$ cat config.mk
export PLATFORM = sky130hd
export DESIGN_NAME = al4s3b_wb_master_seq
export DESIGN_NICKNAME = d
export VERILOG_FILES = /design/src/rtl/al4s3b_wb_master_seq.sv
export SDC_FILE = /design/constraint.sdc
export NUM_CORES = 1
export LEC_CHECK = 0
export CAP_MARGIN = 5
export CORE_UTILIZATION = 40
export CTS_CLUSTER_SIZE = 25
export DETAILED_ROUTE_END_ITERATION = 6
export GPL_ROUTABILITY_DRIVEN = 0
export PLACE_DENSITY_LB_ADDON = 0.1
export SLEW_MARGIN = 5
export SYNTH_ARGS = -nofsm -noshare
export SYNTH_HDL_FRONTEND = slang
export SYNTH_SLANG_ARGS = --single-unit
$ cat constraint.sdc
create_clock -name WBs_CLK_i -period 2.35 [get_ports WBs_CLK_i]
set_clock_uncertainty 0.2 [all_clocks]
set_input_delay 0.3525 -clock WBs_CLK_i [delete_from_list [all_inputs] [get_ports WBs_CLK_i]]
set_output_delay 0.3525 -clock WBs_CLK_i [all_outputs]
set_load 0.1 [all_outputs]
$ cat src/rtl/al4s3b_wb_master_seq.sv
// ---------------------------------------------------------------------------
// al4s3b_wb_master_seq
//
// Wishbone initiator for the FPGA register blocks. Takes one command at a time
// from a valid/ready command stream and runs it as a single Wishbone classic
// read or write cycle. It then waits for ACK, giving up after TIMEOUT_CYCLES,
// and returns the read data and an error flag on a valid/ready response stream.
//
// Ports
//   WBs_CLK_i, WBs_RST_i      clock, synchronous active-high reset
//   cmd_valid_i/cmd_ready_o   command handshake; ready is high only in IDLE
//   cmd_we_i/adr/dat/be       command payload (write enable, address, data, strobes)
//   rsp_valid_o/rsp_ready_i   response handshake
//   rsp_dat_o/rsp_err_o       read data (0 for writes and timeouts), timeout flag
//   WBm_*                     Wishbone master side, to the slave WBs_* port
//   busy_o                    high whenever the FSM is not IDLE
//   timeout_cnt_o             saturating count of aborted (timed-out) cycles
// ---------------------------------------------------------------------------
module al4s3b_wb_master_seq #(
    parameter int ADDRWIDTH      = 7,
    parameter int DATAWIDTH      = 32,
    parameter int TIMEOUT_CYCLES = 16
) (
    input  logic                 WBs_CLK_i,
    input  logic                 WBs_RST_i,

    input  logic                 cmd_valid_i,
    output logic                 cmd_ready_o,
    input  logic                 cmd_we_i,
    input  logic [ADDRWIDTH-1:0] cmd_adr_i,
    input  logic [DATAWIDTH-1:0] cmd_dat_i,
    input  logic [3:0]           cmd_be_i,

    output logic                 rsp_valid_o,
    input  logic                 rsp_ready_i,
    output logic [DATAWIDTH-1:0] rsp_dat_o,
    output logic                 rsp_err_o,

    output logic [ADDRWIDTH-1:0] WBm_ADR_o,
    output logic                 WBm_CYC_o,
    output logic                 WBm_STB_o,
    output logic                 WBm_WE_o,
    output logic [3:0]           WBm_BYTE_STB_o,
    output logic [DATAWIDTH-1:0] WBm_DAT_o,
    input  logic [DATAWIDTH-1:0] WBm_DAT_i,
    input  logic                 WBm_ACK_i,

    output logic                 busy_o,
    output logic [7:0]           timeout_cnt_o
);

    // Timer just needs to reach TIMEOUT_CYCLES-1.
    localparam int TW = (TIMEOUT_CYCLES > 2) ? $clog2(TIMEOUT_CYCLES) : 1;
    localparam logic [TW-1:0] TIMER_LAST = TW'(TIMEOUT_CYCLES - 1);

    typedef enum logic [1:0] {
        S_IDLE = 2'd0,
        S_BUS  = 2'd1,
        S_RESP = 2'd2
    } state_t;

    state_t                 state_q,     state_d;
    logic [TW-1:0]          timer_q,     timer_d;
    logic                   cyc_q,       cyc_d;
    logic                   we_q,        we_d;
    logic [ADDRWIDTH-1:0]   adr_q,       adr_d;
    logic [DATAWIDTH-1:0]   wdat_q,      wdat_d;
    logic [3:0]             be_q,        be_d;
    logic                   rsp_valid_q, rsp_valid_d;
    logic [DATAWIDTH-1:0]   rsp_dat_q,   rsp_dat_d;
    logic                   rsp_err_q,   rsp_err_d;
    logic [7:0]             to_cnt_q,    to_cnt_d;

    always_comb begin
        state_d     = state_q;
        timer_d     = timer_q;
        cyc_d       = cyc_q;
        we_d        = we_q;
        adr_d       = adr_q;
        wdat_d      = wdat_q;
        be_d        = be_q;
        rsp_valid_d = rsp_valid_q;
        rsp_dat_d   = rsp_dat_q;
        rsp_err_d   = rsp_err_q;
        to_cnt_d    = to_cnt_q;

        unique case (state_q)
            S_IDLE: begin
                // cmd_ready_o is high throughout IDLE, so valid alone accepts.
                if (cmd_valid_i) begin
                    cyc_d   = 1'b1;
                    we_d    = cmd_we_i;
                    adr_d   = cmd_adr_i;
                    wdat_d  = cmd_dat_i;
                    be_d    = cmd_be_i;
                    timer_d = '0;
                    state_d = S_BUS;
                end
            end

            S_BUS: begin
                // ACK is checked first so it wins over a same-cycle expiry.
                if (WBm_ACK_i) begin
                    cyc_d       = 1'b0;
                    we_d        = 1'b0;
                    rsp_dat_d   = we_q ? '0 : WBm_DAT_i;
                    rsp_err_d   = 1'b0;
                    rsp_valid_d = 1'b1;
                    state_d     = S_RESP;
                end else if (timer_q == TIMER_LAST) begin
                    cyc_d       = 1'b0;
                    we_d        = 1'b0;
                    rsp_dat_d   = '0;
                    rsp_err_d   = 1'b1;
                    rsp_valid_d = 1'b1;
                    if (to_cnt_q != 8'hFF) begin
                        to_cnt_d = to_cnt_q + 8'd1;
                    end
                    state_d     = S_RESP;
                end else begin
                    timer_d = timer_q + 1'b1;
                end
            end

            S_RESP: begin
                if (rsp_ready_i) begin
                    rsp_valid_d = 1'b0;
                    state_d     = S_IDLE;
                end
            end

            default: begin
                state_d = S_IDLE;
            end
        endcase
    end

    always_ff @(posedge WBs_CLK_i) begin
        if (WBs_RST_i) begin
            state_q     <= S_IDLE;
            timer_q     <= '0;
            cyc_q       <= 1'b0;
            we_q        <= 1'b0;
            adr_q       <= '0;
            wdat_q      <= '0;
            be_q        <= '0;
            rsp_valid_q <= 1'b0;
            rsp_dat_q   <= '0;
            rsp_err_q   <= 1'b0;
            to_cnt_q    <= '0;
        end else begin
            state_q     <= state_d;
            timer_q     <= timer_d;
            cyc_q       <= cyc_d;
            we_q        <= we_d;
            adr_q       <= adr_d;
            wdat_q      <= wdat_d;
            be_q        <= be_d;
            rsp_valid_q <= rsp_valid_d;
            rsp_dat_q   <= rsp_dat_d;
            rsp_err_q   <= rsp_err_d;
            to_cnt_q    <= to_cnt_d;
        end
    end

    assign cmd_ready_o    = (state_q == S_IDLE);
    assign busy_o         = (state_q != S_IDLE);

    // CYC and STB come from one flop so they can never disagree.
    assign WBm_CYC_o      = cyc_q;
    assign WBm_STB_o      = cyc_q;
    assign WBm_WE_o       = we_q;
    assign WBm_ADR_o      = adr_q;
    assign WBm_DAT_o      = wdat_q;
    assign WBm_BYTE_STB_o = be_q;

    assign rsp_valid_o    = rsp_valid_q;
    assign rsp_dat_o      = rsp_dat_q;
    assign rsp_err_o      = rsp_err_q;
    assign timeout_cnt_o  = to_cnt_q;

endmodule
==> reports/metrics.csv <==
stage;metric;value;unit
setup_path;startpoint_type;flip-flop;
detailed_routing;routed_wl;8.739;mm
sta;final.min_clock_period;2010;ps
yosys;ys.warnings.count;0;
power_and_ir_drop;power.leakage;2.118;nW
setup_path;required;2430;ps
finish;diodes;0;
floorplanning;dieArea;8785;µm²
global_routing;grt_pass1_wl;13.52;mm
yosys;avgSynthCellArea;8.652;µm²
sta;hold_viol;0;
cts;clock_sinks;93;
floorplanning;pin_count;171;
finish;finalNonFillerCells;662;
setup_path;cp-end-kind;flip-flop;
finish;syn2layout_area_growth;53.23;%
job;drv_cap;0;
floorplanning;die_h;93.73;µm
setup_path;max_stage_delay;440;ps
finish;layout-drive-gt1-share;21.54;%
yosys;ys_types;39;
yosys;async_reset_ff_share;0;%
global_routing;overflow;0;
detailed_routing;drt_iter0_markers;166;
yosys;syn_nets;472;
floorplanning;initial_core_util;41.17;%
cts;clock_latency;340;ps
yosys;synth-seq-cells;93;
detailed_routing;routedWlPerCell;13.20;µm
sta;worst_pin_slew;593.3;ps
detailed_routing;final_antenna_net_count;0;
cts;cts_resized;0;
cts;cts_setup_buffers;0;
yosys;synthTopCellsByArea;dfxtp_1, nand2_1, a21oi_1, a22oi_1, nor2_1;
power_and_ir_drop;power.density;753.0;nW/µm²
yosys;synth_ff_type;dfxtp_1;
yosys;synth_common_cells;dfxtp_1, nand2_1, a21oi_1;
cts;hold_buffers;0;
yosys;synth_area;3366;µm²
yosys;synthAdderAreaFrac;0.7435;%
global_routing;grt_pass1_vias;2894;
global_routing;grt_max_degree;59;
detailed_routing;drtPass1Iterations;4;
finish;num-nets-final;635;
cts;clk_pin_slew;90;ps
cts;htreeDepth;3;
global_routing;antenna_found_initial;0;
sta;maxSlewViolCount;0;
power_and_ir_drop;vdd_drop_max;0.3631;mV
yosys;synth_edf_count;0;
cts;clockBufferDepth;2;
yosys;yosysMostFrequentCell;dfxtp_1;
sta;finalCritPeriodShare;85.55;%
sta;finalSetupViolCount;0;
detailed_routing;vias;3243;
cts;cts_tree;yes;
cts;cts_root_buffer;clkbuf_8;
setup_path;cp_cell_sequence;ha_1 > and3_1 > o2111ai_2 > or4_1 > a21oi_1;
floorplanning;die_w;93.73;µm
placement;hpwl;6.035;mm
yosys;synth-compound-area-share;17.43;%
sta;fin_tns_setup;0;ps
placement;post-place-cells;646;
sta;layout_setup_ws;339.5;ps
setup_path;cp_top_family;simple AND/OR/NAND/NOR gates;
setup_path;worstPathArrival;2090;ps
yosys;ys_seq_area_share;55.32;%
setup_path;crit_type;reg -> reg;
yosys;synth-xor-area-share;1.301;%
sta;relSlewSlack;60.45;%
sta;rsz0062_at_grt;no;
floorplanning;core;8175;µm²
setup_path;critPathBufInv;0;
detailed_routing;drcViolationCount;0;
detailed_routing;post_drt_via_cell_ratio;4.899;
setup_path;cpMaxStageDelayCell;or4_1;
yosys;netlist_instances;389;
yosys;synth_top_family_by_area;simple AND/OR/NAND/NOR gates;
floorplanning;core.rowCount;33;
yosys;synthSimpleGateAreaFrac;20.56;%
yosys;netlist.area_leader.share;55.32;%
sta;max_freq;0.4974;GHz
placement;numPortBuffers;170;
status;status;completed;
worst_hold_path;hold_class;reg -> reg;
yosys;synth_top_area_cell;dfxtp_1;
setup_path;cp_max_fo;8;
cts;cts_buffers;9;
yosys;synthMuxAreaShare;0.5948;%
global_routing;grtUsageTotal;19.59;%
placement;post-place-ws;199.6;ps
-- cell families after synthesis --
family,Yosys count
buffers and inverters,31
adders and majority gates,2
and+or+nand+nor,160
xor gates and xnor gates,5
muxes,2
DFF,93
AOI/OAI and AO/OA,96
-- power breakdown --
group          leakage, nW  internal, mW  switching, mW
clock network        0.101         0.600          0.519
registers            0.759          1.65         0.0446
logic                 1.26         0.295          0.773
-- flip-flops by register name (all words and copies together), names as in the netlist, 2 cells and up --
signal and cells:
WBm_DAT_o 32, rsp_dat_o 32, timeout_cnt_o 8, WBm_ADR_o 7, WBm_BYTE_STB_o 4, timer_q 4
state_q 2
-- path summary, 6_finish.rpt --
path         slack (ps)                             to                 startpoint  depth (start not counted)
max                 340  timeout_cnt_o[7]$_SDFFE_PP0P_    timer_q[0]$_SDFFE_PP0P_                          5
max reg2reg         340  timeout_cnt_o[7]$_SDFFE_PP0P_    timer_q[0]$_SDFFE_PP0P_                          5
min                 260      WBm_ADR_o[6]$_SDFFE_PP0P_  WBm_ADR_o[6]$_SDFFE_PP0P_                          2
min reg2reg         260      WBm_ADR_o[6]$_SDFFE_PP0P_  WBm_ADR_o[6]$_SDFFE_PP0P_                          2
-- worst reg2reg max path: cells and delay by family (launching register included) --
family / cells / cell delay (ps)
flops: 1 / 370
simple gates: 2 / 810
fa+ha+maj: 1 / 210
compound gates: 2 / 370
-- routing by layer --
layer / wire [µm] / track usage [%] / vias up / part of all wire [%]
met5: 0 / 0 / - / 0
met4: 144 / 8.590 / 0 / 1.6
met3: 802 / 6.230 / 10 / 9.2
met2: 4102 / 31.51 / 114 / 47
met1: 3690 / 23.94 / 1472 / 42
li1: - / - / 1647 / -
-- placed cells by master (no fill, tap or decap), types with 3 or more instances in the layout --
| master | instances |
|---|---|
| dfxtp_1 | 93 |
| a22oi_1 | 31 |
| nor2_1 | 38 |
| clkdlybuf4s50_1 | 79 |
| or3_1 | 3 |
| nand2_1 | 91 |
| nor3_1 | 3 |
| nand3_1 | 7 |
| o21ai_0 | 4 |
| xor2_1 | 3 |
| clkbuf_8 | 9 |
| buf_4 | 99 |
| clkbuf_1 | 3 |
| a21oi_1 | 54 |
| inv_1 | 3 |
-- final cells by class --
class / instances / area (µm²)
Fill cell: 708 / 3018
Sequential cell: 93 / 1862
Timing Repair Buffer: 180 / 1559
Multi-Input combinational cell: 265 / 1386
Clock buffer: 12 / 135.1
Tap cell: 105 / 131.4
Clock inverter: 4 / 72.57
Inverter: 3 / 11.26
-- stage by stage --
step / utilization (%) / hold slack [ps] / total power, mW / area [µm²]
finish: 63.09 / 256.8 / 3.884 / 5157
global route: 63.09 / 280.8 / 4.048 / 5157
CTS: 63.09 / 259.6 / 3.924 / 5157
detailed placement: 60.54 / 247.3 / 2.805 / 4950
global placement: 60.54 / 241.8 / 2.794 / 4950
floorplan: - / 264.3 / 2.489 / 3373
No activity file was read; power rests on OpenSTA's default activity.
